File: src/rtl/store_monitor_pkg.sv
// Shared types for the store monitor: store sizes, result codes,
// monitor states and the expected-store record.
package store_monitor_pkg;

   typedef enum logic [1:0] {
      NONE = 2'b00,
      WORD = 2'b01,
      HALF = 2'b10,
      BYTE = 2'b11
   } mem_size_e;

   typedef enum logic [1:0] {
      FC_NONE     = 2'b00,
      FC_MISMATCH = 2'b01,
      FC_TIMEOUT  = 2'b10,
      FC_EMPTY    = 2'b11
   } fail_code_e;

   typedef enum logic [1:0] {
      IDLE = 2'b00,
      RUN  = 2'b01,
      PASS = 2'b10,
      FAIL = 2'b11
   } mon_state_e;

   typedef struct packed {
      logic [31:0] addr;
      logic [31:0] data;
      mem_size_e   size;
   } exp_entry_t;

   function automatic logic [31:0] size_mask(input mem_size_e sz);
      logic [31:0] m;
      case (sz)
         WORD:    m = 32'hFFFF_FFFF;
         HALF:    m = 32'h0000_FFFF;
         BYTE:    m = 32'h0000_00FF;
         default: m = 32'h0000_0000;
      endcase
      return m;
   endfunction

endpackage

File: src/rtl/store_monitor_exp_fifo.sv
// In-order list of expected stores; head entry is always presented
// combinationally so the monitor can compare without an extra cycle.
module exp_fifo
   import store_monitor_pkg::*;
#(
   parameter int DEPTH = 8,
   parameter int IW    = $clog2(DEPTH) + 1
) (
   input  logic          clk,
   input  logic          rst_n,
   input  logic          i_clear,
   input  logic          i_push,
   input  exp_entry_t    i_entry,
   input  logic          i_pop,
   output exp_entry_t    o_head,
   output logic          o_full,
   output logic          o_empty,
   output logic [IW-1:0] o_count
);

   localparam int AW = (DEPTH > 1) ? $clog2(DEPTH) : 1;

   exp_entry_t    r_mem [DEPTH];
   logic [AW-1:0] r_wptr;
   logic [AW-1:0] r_rptr;
   logic [IW-1:0] r_count;
   logic          w_push;
   logic          w_pop;

   function automatic logic [AW-1:0] nxt(input logic [AW-1:0] p);
      return (p == AW'(DEPTH - 1)) ? '0 : p + 1'b1;
   endfunction

   assign w_push  = i_push && !o_full;
   assign w_pop   = i_pop && !o_empty;
   assign o_full  = (r_count == IW'(DEPTH));
   assign o_empty = (r_count == '0);
   assign o_count = r_count;
   assign o_head  = r_mem[r_rptr];

   always_ff @(posedge clk or negedge rst_n) begin
      if (!rst_n) begin
         r_wptr  <= '0;
         r_rptr  <= '0;
         r_count <= '0;
      end else if (i_clear) begin
         r_wptr  <= '0;
         r_rptr  <= '0;
         r_count <= '0;
      end else begin
         if (w_push) r_wptr <= nxt(r_wptr);
         if (w_pop)  r_rptr <= nxt(r_rptr);
         if (w_push && !w_pop)      r_count <= r_count + 1'b1;
         else if (w_pop && !w_push) r_count <= r_count - 1'b1;
      end
   end

   always_ff @(posedge clk) begin
      if (w_push) r_mem[r_wptr] <= i_entry;
   end

endmodule

File: src/rtl/store_monitor.sv
// Checks data-memory stores against a programmed in-order list and
// latches pass / mismatch / timeout / empty-list results.
module store_monitor
   import store_monitor_pkg::*;
#(
   parameter int DEPTH   = 8,
   parameter int TIMEOUT = 1024,
   parameter int STRICT  = 1,
   parameter int IW      = $clog2(DEPTH) + 1
) (
   input  logic          clk,
   input  logic          reset,
   input  logic          exp_valid,
   output logic          exp_ready,
   input  logic [31:0]   exp_addr,
   input  logic [31:0]   exp_data,
   input  logic [1:0]    exp_size,
   input  logic          start,
   input  logic          clear,
   input  logic [1:0]    memwrite,
   input  logic [31:0]   dataadr,
   input  logic [31:0]   writedata,
   output logic          busy,
   output logic          done,
   output logic          pass,
   output logic [1:0]    fail_code,
   output logic [IW-1:0] fail_index,
   output logic [IW-1:0] matched
);

   mon_state_e    r_state;
   fail_code_e    r_fcode;
   logic [IW-1:0] r_fidx;
   logic [IW-1:0] r_matched;
   logic [31:0]   r_timer;

   exp_entry_t    w_entry;
   exp_entry_t    w_head;
   logic          w_full;
   logic          w_empty;
   logic [IW-1:0] w_count;
   logic          w_push;
   logic          w_pop;
   logic          w_run;
   logic          w_store;
   logic          w_addr_eq;
   logic          w_hit;
   logic          w_bad;
   logic          w_tmo;
   logic [31:0]   w_mask;

   assign w_entry = '{addr: exp_addr, data: exp_data,
                      size: mem_size_e'(exp_size)};

   exp_fifo #(.DEPTH(DEPTH), .IW(IW)) u_fifo (
      .clk     (clk),
      .rst_n   (reset),
      .i_clear (clear),
      .i_push  (w_push),
      .i_entry (w_entry),
      .i_pop   (w_pop),
      .o_head  (w_head),
      .o_full  (w_full),
      .o_empty (w_empty),
      .o_count (w_count)
   );

   assign exp_ready = (r_state == IDLE) && !w_full && !clear;
   assign w_push    = exp_valid && exp_ready;

   // Upper bytes of half/byte stores are don't-care on both sides.
   assign w_run     = (r_state == RUN);
   assign w_store   = (memwrite != 2'b00);
   assign w_addr_eq = (dataadr == w_head.addr);
   assign w_mask    = size_mask(w_head.size);
   assign w_hit     = w_addr_eq
                   && (mem_size_e'(memwrite) == w_head.size)
                   && (((writedata ^ w_head.data) & w_mask) == '0);
   assign w_bad     = w_store && !w_hit && (w_addr_eq || STRICT != 0);
   assign w_pop     = w_run && w_store && w_hit && !clear;
   assign w_tmo     = (TIMEOUT != 0) && (r_timer == 32'(TIMEOUT - 1));

   always_ff @(posedge clk or negedge reset) begin
      if (!reset) begin
         r_state   <= IDLE;
         r_fcode   <= FC_NONE;
         r_fidx    <= '0;
         r_matched <= '0;
         r_timer   <= '0;
      end else if (clear) begin
         r_state   <= IDLE;
         r_fcode   <= FC_NONE;
         r_fidx    <= '0;
         r_matched <= '0;
         r_timer   <= '0;
      end else begin
         case (r_state)
            IDLE: begin
               if (start) begin
                  r_timer <= '0;
                  if (w_empty) begin
                     r_state <= FAIL;
                     r_fcode <= FC_EMPTY;
                     r_fidx  <= '0;
                  end else begin
                     r_state <= RUN;
                  end
               end
            end
            RUN: begin
               // A match beats a timeout landing on the same edge.
               if (w_pop) begin
                  r_matched <= r_matched + 1'b1;
                  r_timer   <= '0;
                  if (w_count == IW'(1)) r_state <= PASS;
               end else if (w_bad) begin
                  r_state <= FAIL;
                  r_fcode <= FC_MISMATCH;
                  r_fidx  <= r_matched;
               end else if (w_tmo) begin
                  r_state <= FAIL;
                  r_fcode <= FC_TIMEOUT;
                  r_fidx  <= r_matched;
               end else if (TIMEOUT != 0) begin
                  r_timer <= r_timer + 1'b1;
               end
            end
            PASS, FAIL: ;
            default: r_state <= IDLE;
         endcase
      end
   end

   assign busy       = (r_state == RUN);
   assign done       = (r_state == PASS) || (r_state == FAIL);
   assign pass       = (r_state == PASS);
   assign fail_code  = r_fcode;
   assign fail_index = r_fidx;
   assign matched    = r_matched;

endmodule
File: config.mk
export PLATFORM = sky130hd
export DESIGN_NAME = store_monitor
export DESIGN_NICKNAME = d
export VERILOG_FILES = /design/src/rtl/store_monitor_pkg.sv /design/src/rtl/store_monitor_exp_fifo.sv /design/src/rtl/store_monitor.sv
export SDC_FILE = /design/constraint.sdc
export NUM_CORES = 1
export LEC_CHECK = 0
export ABC_AREA = 0
export BUFFER_PORTS_ARGS = -buffer_cell sky130_fd_sc_hd__buf_2
export CAP_MARGIN = 40
export CORE_AREA = 3 3 331 170
export DETAILED_ROUTE_END_ITERATION = 12
export DIE_AREA = 0 0 334 173
export PLACE_DENSITY = 0.67
export SYNTH_ARGS = -nofsm -noshare
export SYNTH_HDL_FRONTEND = slang
export SYNTH_SLANG_ARGS = --single-unit
File: constraint.sdc
create_clock -name clk -period 17.3 [get_ports clk]
set_input_delay 0.865 -clock clk [delete_from_list [all_inputs] [get_ports clk]]
set_output_delay 0.865 -clock clk [all_outputs]
set_load 0.005 [all_outputs]
# Word level (Yosys, flattened, before mapping)
# Memories as Yosys holds them, arrays and structs flattened.
# Index checks and enable logic that the tools add are counted.
dict set report totals {
  register_bits 54
  ramBits 528
  inputBits 137
  out_inout_bits 14
  elab_cells 115
  memories 1
}
dict set report op_classes {
  addsub 6
  n_eq_ne 21
  mux 43
  bitwise_logic 2
  n_reduce_logical 34
}
# name words width read_ports rd_clocked_by_memory_dff write_ports line
set memory_table {}
lappend memory_table {u_fifo.r_mem 8 66 1 0 1 store_monitor_exp_fifo.sv:23} ;# exp_entry_t r_mem [DEPTH];
# op count
set ops {}
lappend ops {{$mux W32} 5}
lappend ops {{$pmux W32 S3} 1}
lappend ops {{$pmux W32 S2} 1}
lappend ops {{$mux W4} 12}
lappend ops {{$add A32 B1 Y32 const B} 1}
lappend ops {{$and A32 B32 Y32} 1}
lappend ops {{$eq A32 B10 Y1 const B} 1}
lappend ops {{$eq A32 B32 Y1} 1}
lappend ops {{$logic_not A32 Y1} 1}
lappend ops {{$xor A32 B32 Y32} 1}
lappend ops {{$mux W2} 13}
lappend ops {{$mux W3} 6}
lappend ops {{$logic_and A1 B1 Y1} 13}
lappend ops {{$reduce_bool A2 Y1} 5}
lappend ops {{$add A4 B1 Y4 const B} 2}
lappend ops {{$eq A2 B2 Y1 const B} 4}
lappend ops {{$ne A4 B3 Y1 const B} 2}
lappend ops {{$pmux W2 S2} 2}
lappend ops {{$pmux W4 S2} 1}
lappend ops {{$reduce_and A4 Y1} 2}
lappend ops {{$add A3 B1 Y3 const B} 2}
lappend ops {{$eq A3 B3 Y1 const B} 2}
lappend ops {{$logic_not A1 Y1} 6}
lappend ops {{$ne A3 B3 Y1 const B} 2}
lappend ops {{16 further kinds} 19}

# Longest topological paths before layout
# Gate-level depths: netlist of run 1.
# An unclocked memory read counts as a cell.
dict set report logic_depth {
  word_depth 13
  depth_mapped 14
  mapped_depth_nobuf 10
}

# Hierarchy
# From an unflattened synthesis of run 1, not the netlist that was laid out.
dict set report hier_totals {
  hier_cells 1228
  hier_area_um2 23774.1
}
# module n_inst cells_per_inst area_per_inst_um2 seq_area_each_um2
set modules_own_cells {}
lappend modules_own_cells {exp_fifo 1 844 20470.9 16105.4}
lappend modules_own_cells {store_monitor 1 384 3303.2 1101.1}

# Worst setup path before layout of run 1
# OpenSTA, ideal clock, no wires.
dict set report synth_timing {
  path_type {input-to-reg}
  startpoint {input port clear}
  endpoint {memory u_fifo.r_mem[0][0] (netlist bit), enable pin}
  setup_ns 0.653
  t_arrival_ns 7.955
  t_required_ns 16.647
  path_slack_ns 8.693
  stages 4
  n_path_buf 0
  cell_sequence {or3_1 -> a31oi_1 -> nand2_1 -> nor4_1}
}
dict set report synth_between {
  elab_chain_cells 6
}
# item line
set synth_lines {}
lappend synth_lines {{start: declaration} store_monitor.sv:19} ;# input logic clear,
lappend synth_lines {{$logic_not A1 Y1} store_monitor.sv:68} ;# assign exp_ready = (r_state == IDLE) && !w_full && !clear;
lappend synth_lines {{$logic_and A1 B1 Y1} store_monitor.sv:68}
lappend synth_lines {{named net exp_ready} store_monitor.sv:14} ;# output logic exp_ready,
lappend synth_lines {{$logic_and A1 B1 Y1} store_monitor.sv:69} ;# assign w_push = exp_valid && exp_ready;
lappend synth_lines {{$logic_and A1 B1 Y1} store_monitor_exp_fifo.sv:34} ;# assign w_push = i_push && !o_full;
lappend synth_lines {{$mux W1} store_monitor_exp_fifo.sv:59} ;# if (w_push) r_mem[r_wptr] <= i_entry;
lappend synth_lines {{$mux W1 (implied by the code)} store_monitor_exp_fifo.sv:59}
lappend synth_lines {{end: declaration} store_monitor_exp_fifo.sv:23}
# The timed path passes the listed nets, and every way through them passes these cells.

# Worst setup path after layout of run 1
dict set report layout_timing {
  startpoint {register u_fifo.r_rptr[1]}
  endpoint {register u_fifo.r_count[3] (netlist: u_fifo.o_count[3])}
}
dict set report layout_between {
  elab_chain_cells 13
  elab_cells_between_ends 21
  cone_classes {eq/ne (5); mux (3); bitwise (2); reduce/logical (10); memory (1)}
}
# item line
set layout_lines {}
lappend layout_lines {{start: declaration} store_monitor_exp_fifo.sv:25} ;# logic [AW-1:0] r_rptr;
lappend layout_lines {{start signal: assignment} store_monitor_exp_fifo.sv:52} ;# if (w_pop) r_rptr <= nxt(r_rptr);
lappend layout_lines {{$mem_v2 Z8 W66 *} -}
lappend layout_lines {{$eq A2 B2 Y1 or $eq A2 B1 Y1 (tied branches)} store_monitor_pkg.sv:34} ;# case (sz)
lappend layout_lines {{$pmux W32 S3} store_monitor_pkg.sv:34}
lappend layout_lines {{$and A32 B32 Y32} store_monitor.sv:78} ;# && (((writedata ^ w_head.data) & w_mask) == '0);
lappend layout_lines {{$logic_not A32 Y1} store_monitor.sv:78}
lappend layout_lines {{$logic_and A1 B1 Y1 *} store_monitor.sv:78}
lappend layout_lines {{$logic_and A1 B1 Y1 * (2 in a row)} store_monitor.sv:80} ;# assign w_pop = w_run && w_store && w_hit && !clear;
lappend layout_lines {{$logic_and A1 B1 Y1 *} store_monitor_exp_fifo.sv:35} ;# assign w_pop = i_pop && !o_empty;
lappend layout_lines {{$logic_not A1 Y1} store_monitor_exp_fifo.sv:53} ;# if (w_push && !w_pop) r_count <= r_count + 1'b1;
lappend layout_lines {{$logic_and A1 B1 Y1} store_monitor_exp_fifo.sv:53}
lappend layout_lines {{$mux W4} store_monitor_exp_fifo.sv:53}
lappend layout_lines {{$mux W4} store_monitor_exp_fifo.sv:46} ;# end else if (i_clear) begin
lappend layout_lines {{end signal: assignment} store_monitor_exp_fifo.sv:53}
lappend layout_lines {{end signal: assignment} store_monitor_exp_fifo.sv:54} ;# else if (w_pop && !w_push) r_count <= r_count - 1'b1;
lappend layout_lines {{end: declaration} store_monitor_exp_fifo.sv:26} ;# logic [IW-1:0] r_count;
# Every way passes the cells marked *; elsewhere a longest branch is shown, timed or not.
# A chain may end at the register's enable or synchronous reset.

==> metrics.md, run 1 <==
| Metric | Value |
|---|---|
| Max-cap violations | `0` |
| Sequential share of the synthesized area | `0.715` |
| Clk sinks | `582` |
| Grt met2 use | `0.313` |
| Layout cell share with drive strength beyond 1 | `0.247` |
| Slowest library cell on the worst path | `dfrtp_4` |
| Initial antenna violation count | `4` |
| Die ar. | `0.0578 mm²` |
| Critical Path RT | `17.77 ns` |
| Primary FF master, synth | `edfxtp_1` |
| Input/output buffers | `150` |
| Synthesized cell area | `0.0241 mm²` |
| Final setup violation count | `0` |
| Largest family of logic cells by synthesized area | `multiplexers` |
| Post-layout util | `0.513` |
| Cts bufs inserted | `51` |
| Commonest non-fill, non-tap cells in the layout | `edfxtp_1, buf_2, mux2i_1` |
| M1 GR Usage | `0.249` |
| Cts repair resizes | `0` |
| Crit path DAT | `6.07 ns` |
| Cts hold-fix bufs | `0` |
| Core area | `0.0535 mm²` |
| Final Cycle Share | `0.324` |
| Critical path type | `flip-flop to flip-flop` |
| Gp weighted congestion | `0.783` |
| Mux share of post-synthesis cell area | `0.137` |
| Initial DRC Count | `1162` |
| Critical Path Max Stage Delay | `0.93 ns` |
| Setup Skew | `0.0305 ns` |
| Worst-Margin Slew | `0.808 ns` |
| Clock Path Buffers | `3` |
| Static Leak | `8.80 nW` |
| Final net count | `1695` |
| CP max FO | `51` |
| Rel. slew slack | `0.461` |
| Post-CTS setup buffer count | `0` |
| Final Max Slew Viols | `0` |
| Wire length per cell | `23.3 µm` |
| H-tree depth | `2` |
| Mean Syn Cell Area | `17.6 µm²` |
| RSZ-0062 raised after global routing | `no` |
| Wirelength, routed | `53600 µm` |
| FP Rows | `60` |
| Synth unique cells | `64` |
| Initial Util | `0.450` |
| Placed wire-length estimate | `33300 µm` |
| FF-to-FF path depth | `12` |
| Synth Area in Compound Gates | `0.0458` |
| Avg Vias per Cell | `5.59` |
| DIE WIDTH | `334 µm` |
| First-pass GRT wire length | `81000 µm` |
| Clock Tree Root | `clkbuf_16` |
| Vias in the first global route | `13100` |
| Mapped Cells | `1368` |
| Dpl cells | `2209` |
| Clk_lat worst skew | `0.60 ns` |
| Area share of fa/ha/maj cells after synthesis | `0.00468` |
| Hold Vio Cnt, Final | `0` |
| Status | `finished, final reports clean` |
| Largest cells by area after synthesis | `edfxtp_1, mux4_2, dfrtp_1, mux2i_1, mux2_2` |
| ANT nets after route | `0` |
| Finished Layout Cells | `2303` |
| Reg clk slew, reported paths | `0.07 ns` |
| Tmin final | `5.60 ns` |
| R2R setup slack | `11.70 ns` |
| Number of synthesized flops with an enable pin | `528` |
| Die extent in y | `173 µm` |
| Worst min path class | `input port to asynchronous set/reset pin` |
| Synth Register Bits | `582` |
| DRC errors left | `0` |
| Area Overhead vs Synth | `14.1%` |
| Biggest area consumer among synthesized cells | `edfxtp_1` |
| CTS tree | `built` |
| Largest net degree at the start of global routing | `55` |
| Worst vdd ir | `0.0760 mV` |
| Final hold slack | `0.422 ns` |
| Met3 usage | `0.0327` |
| Synthesized net count | `1514` |
| Syn. warnings | `0` |
| CP Capture Type | `flip-flop` |
| Synth top area share | `0.659` |
| Xor/xnor share of the synthesized area | `0.0204` |
| Pwr/cell area | `99.5 mW/mm²` |
| Num ports | `151` |
| Most common cell after layout, fill and taps aside | `edfxtp_1` |
| Post-Synth Simple-Gate Area | `0.0555` |
| Startpoint types | `flip-flop` |
| TNS Setup | `0 ns` |
| Via count | `12900` |
| Overall Power | `2.73 mW` |
| GRT busiest layer | `met2` |
| Ys async rst share | `0.0928` |
| Total Routing Usage GR | `0.184` |
| Drt pass-1 iters | `5` |
| CP cell instances | `buf_4 > buf_4 > buf_16 > mux2_2 > o22ai_1 > a221oi_1 > xnor2_1 > nand4_1 > o41ai_2 > nand4_1 > or4_1 > o311ai_1` |
| F_max | `178 MHz` |
| Grt total ovfl | `0` |
[state kept, by name (all words and copies together), names as in the netlist]
name and cells:
fail_index 4, u_fifo.r_rptr 3, u_fifo.r_mem 528, fail_code 2
r_state 2, matched 4, r_timer 32, u_fifo.o_count 4
u_fifo.r_wptr 3
[where the power goes]
part / leakage (nW) / switching, mW / total [mW] / internal [mW]
clock network: 0.746 / 0.498 / 1.08 / 0.585
registers: 5.49 / 0.00562 / 1.55 / 1.54
logic: 2.56 / 0.0633 / 0.0973 / 0.0340
[worst max-delay path, delay by kind of cell, from the launching register on]
family                    cells  cell delay [ns]
AOI/OAI and AO/OA             4             1.05
and+or+nand+nor               3             1.32
DFF                           1             0.93
buffers and inverters         3             1.33
xor gates and xnor gates      1             0.40
muxes                         1             0.37
[per-layer routing]
| metal | wire length [µm] | up-vias |
|---|---|---|
| met5 | 0 | - |
| met4 | 979 | 0 |
| met3 | 2750 | 72 |
| met2 | 26800 | 309 |
| met1 | 23200 | 6609 |
| li1 | - | 5883 |
[Yosys cell counts (6+ instances only)]
master    count
buf_6        12
dfrtp_1      54
and3_1        8
buf_2        20
nand3_1      37
o21ai_0      17
inv_1        34
o211ai_1     18
nand4_1      25
o21ai_1       7
mux2_2       45
clkbuf_1     18
edfxtp_1    528
nor3_1       20
a22o_1       14
and4_1        6
a221oi_1     14
nor2b_1       6
nand2_1      43
nor4_1        8
mux2_1        6
o22ai_1      24
mux4_2       74
nor2_1       29
a21oi_1      11
mux2i_1     106
or3_1        28
xnor2_1      20
ha_1          9
a31oi_1      14
and2_1        9
a221o_1       6
xor2_1       36
[metrics by stage]
step / cell area (µm²) / setup slack (ns)
floorplan: 24100 / 8.69
global placement: 25500 / 11.36
detailed placement: 25900 / 11.79
CTS: 27400 / 11.77
global route: 27400 / 11.47
finish: 27400 / 11.70
[logic make-up (layout without fill, tap and decap cells)]
logic type,after synthesis,in the layout
and+or+nand+nor,244,244
adders and majority gates,9,9
buffers and inverters,93,312
other,0,3
AOI/OAI and AO/OA,153,153
xor gates and xnor gates,56,56
muxes,231,231
DFF,582,582
[area by class of cell]
type,instances,area [µm²]
fill,4299,26000
sequential,582,17200
multi-input combinational,693,6390
clock buffer,68,1360
timing repair buffer,187,1240
tap,713,892
clock inverter,23,198
inverter,34,128
antenna,3,7.51
[path summary, 6_finish.rpt]
check,startpoint,endpoint
max,u_fifo.r_rptr[1],u_fifo.o_count[3]
min,reset,r_timer[30]
min reg2reg,r_timer[27],r_timer[27]
max in group asynchronous,reset,u_fifo.r_rptr[1]
min in group clk,r_timer[27],r_timer[27]
max reg2reg,u_fifo.r_rptr[1],u_fifo.o_count[3]
Power figures use the tool's default switching activity.
==> inputs of run 2 (changes only) <==
Settings changed: ABC_AREA 0 to 1, CORE_AREA 3 3 331 170 to 3 3 347 178, DIE_AREA 0 0 334 173 to 0 0 350 181, PLACE_DENSITY 0.67 to 0.69.
Clock period 17.3 ns to 4.58 ns, I/O delays scaled along.
==> run 2 against run 1 <==
Combinational power grew to 8.7 times the previous value. Worst hold slack worse by 0.28 ns. Global-route usage is 1.6 points higher. Cell area up 11%. Register-to-register slack got worse by 11 ns. Clock power rose to 3.9 times the previous value. Synthesized cell count is 94% higher. Area after synthesis rose by 10%. Sequential power rose to 3.9 times the previous value. Critical path depth is 7 higher. Largest cell class unchanged. Largest power group unchanged.
==> metrics.md, run 2 <==
| Metric | Value |
|---|---|
| Number of synthesized flops with an enable pin | `528` |
| Most flops, register | `u_fifo.r_mem` |
| Pwr/cell area | `364 mW/mm²` |
| CTS tree | `built` |
| FF-to-FF End | `r_timer[4]` |
| Status | `finished, final reports clean` |
| Area post-placement | `0.0281 mm²` |
| Overall Power | `11.1 mW` |
| R2R Path Start | `u_fifo.r_rptr[0]` |
| Static Leak | `12.6 nW` |
| Layout cell share with drive strength beyond 1 | `0.102` |
| Core area | `0.0589 mm²` |
| Commonest non-fill, non-tap cells in the layout | `nand2_1, edfxtp_1, nand3_1` |
| Share of power burned in registers | `0.539` |
| Clk pwr share | `0.384` |
| Final Max Slew Viols | `0` |
| Tmin final | `4.11 ns` |
| Hold Vio Cnt, Final | `0` |
| Max reg flops | `528` |
| Syn. warnings | `0` |
| Setup Skew | `0.0138 ns` |
| Most frequent cell after synthesis | `nand2_1` |
| Synth unique cells | `36` |
| First-pass GRT wire length | `100000 µm` |
| Largest net degree at the start of global routing | `120` |
| Clock Tree Root | `clkbuf_16` |
| Area Overhead vs Synth | `15.1%` |
| Filler cell count | `5029` |
| Num ports | `151` |
| Placed wire-length estimate | `36600 µm` |
| Sequential share of the synthesized area | `0.650` |
| Largest registers | `u_fifo.r_mem (528), r_timer (32)` |
| Via count | `18800` |
| Max-cap violations | `0` |
| Wire length per cell | `17.3 µm` |
| Finished Layout Cells | `3679` |
| FP Rows | `63` |
| Input/output buffers | `150` |
| Top cells by count, synth | `nand2_1, edfxtp_1, nand3_1, inv_1, nor2_1` |
| Reg clk slew, reported paths | `0.06 ns` |
| Switch share | `0.233` |
| ANT nets after route | `0` |
| Grt total ovfl | `0` |
| FF-to-FF path depth | `19` |
| Final Cell Area | `0.0305 mm²` |
| DIE WIDTH | `350 µm` |
| Crit path DAT | `4.59 ns` |
| Post-layout util | `0.517` |
| Primary FF master, synth | `edfxtp_1` |
| Largest cells by area after synthesis | `edfxtp_1, nand2_1, nand3_1, dfrtp_1, inv_1` |
| CP Capture Type | `flip-flop` |
| Biggest area consumer among synthesized cells | `edfxtp_1` |
| Initial Util | `0.450` |
| Min setup slack post-route | `0.471 ns` |
| Wirelength, routed | `63500 µm` |
| WHS Path Cells | `4` |
| Pre-CTS setup slack | `0.567 ns` |
| R2R setup slack | `0.47 ns` |
| Combinational group share of total power | `0.077` |
| Initial DRC Count | `1576` |
| Cts repair resizes | `0` |
| Cts bufs inserted | `53` |
| CP max FO | `102` |
| Int Pwr | `8.50 mW` |
| Final Cycle Share | `0.897` |
| Psw | `2.57 mW` |
| Most common cell after layout, fill and taps aside | `nand2_1` |
| Initial antenna violation count | `6` |
| Mean Syn Cell Area | `9.96 µm²` |
| Synthesized cell area | `0.0265 mm²` |
| H-tree depth | `2` |
| Critical path type | `flip-flop to flip-flop` |
| Clk_lat worst skew | `0.60 ns` |
| Worst-Margin Slew | `0.918 ns` |
| Die extent in y | `181 µm` |
| Vias in the first global route | `18100` |
| HP Start | `exp_valid` |
| Hold EP | `u_fifo.o_count[0]` |
| Gp weighted congestion | `0.858` |
| TNS Setup | `0 ns` |
| Worst min path class | `input port to flip-flop` |
| Synth Register Bits | `582` |
| Rel. slew slack | `0.386` |
| Final setup violation count | `0` |
| RSZ-0062 raised after global routing | `no` |
| DRC errors left | `0` |
| F_max | `243 MHz` |
| Final hold slack | `0.143 ns` |
| Synth top area share | `0.599` |
| Worst vdd ir | `0.261 mV` |
| Clk sinks | `582` |
| Clock Path Buffers | `3` |
| Avg Vias per Cell | `5.11` |
| Total Routing Usage GR | `0.200` |
| Startpoint types | `flip-flop` |
| Drt pass-1 iters | `6` |
| Ys async rst share | `0.0928` |
| Synthesized net count | `2803` |
| Dpl cells | `3508` |
| Critical Path RT | `5.06 ns` |
| Final net count | `2997` |
| Die ar. | `0.0634 mm²` |
| Mapped Cells | `2657` |
-- run 2: cell count changes in the layout (fill, tap and decap cells not counted), sizes merged, moves of 68 or more --
cell         before  now
mux2i           106    0
mux4             74    0
inv              36  278
nand2            43  910
nand3            37  350
dlygate4sd3       0   68
nor2             29  194
-- run 2: final cells by class --
type / instances / area [µm²] / area share
repair buffers: 257 / 2030 / 0.0666
multi-input cells: 1679 / 7520 / 0.247
flip-flops and latches: 582 / 17200 / 0.565
inverters: 278 / 1050 / 0.0345
clock inverters: 27 / 241 / 0.00793
diodes: 4 / 10.0 / 0.000329
well taps: 780 / 976 / 0.0320
clock buffers: 72 / 1410 / 0.0462
-- run 2: worst max-delay path: stages, from the launching register on --
cell,delay (ns)
dfrtp_4,0.46
buf_12,0.41
buf_12,0.41
nand2_1,0.10
nand2_1,0.09
nand2_1,0.05
nand3_1,0.12
nand2_1,0.05
nand2_1,0.05
nand2_1,0.11
nor2_1,0.25
nand2_1,0.08
nor2_1,0.12
nand3_1,0.14
nor2_4,0.25
nand4_2,0.16
nand3_2,0.34
nand3_4,0.40
nand2_1,0.18
nand2_1,0.07
-- run 2: kinds of logic (layout without fill, tap and decap cells) --
family / count (synthesis) / after routing / share of synthesized area
AO/OA/AOI/OAI: 95 / 95 / 0.0190
XOR/XNOR: 26 / 26 / 0.00860
adder cells (fa/ha/maj): 9 / 9 / 0.00425
buffers and inverters: 396 / 634 / 0.0683
flip-flops: 582 / 582 / 0.650
other: 0 / 4 / 0
AND/OR/NAND/NOR: 1549 / 1549 / 0.250
-- run 2: per-layer routing --
layer,vias to the layer above,share of wire,GRT usage
met4,4,0.026,0.0632
met1,8943,0.43,0.273
li1,9199,-,-
met2,540,0.48,0.332
met3,118,0.060,0.0279
met5,-,0.00027,0
-- run 2: how the worst max path moves through the flow --
stage | startpoint | to | slack, ns | cells after the start
after global placement | u_fifo.r_rptr[0] | r_timer[28] | 0.66 | 19
after CTS | u_fifo.r_rptr[1] | r_timer[5] | 0.54 | 17
final | u_fifo.r_rptr[0] | r_timer[4] | 0.47 | 19
after global routing | u_fifo.r_rptr[1] | r_timer[27] | 0.13 | 17
after floorplan | u_fifo.o_count[0] | u_fifo.r_mem[0][0] | -0.08 | 9
after detailed placement | u_fifo.r_rptr[1] | r_timer[5] | 0.57 | 17
-- run 2: repair_timing --
action,CTS,global route
endpoints found under the hold margin,583,0
buffers inserted,0,0
hold buffers,68,0
-- run 2: power groups by stage --
stage / Combinational (mW) / Clock (mW) / Sequential, mW
2_1_floorplan: 0.487 / 0 / 6.09
3_3_place_gp: 0.778 / 0 / 6.08
3_5_place_dp: 0.793 / 0 / 6.08
4_1_cts: 0.848 / 4.33 / 5.97
5_1_grt: 0.951 / 4.57 / 5.98
6_report: 0.848 / 4.26 / 5.97
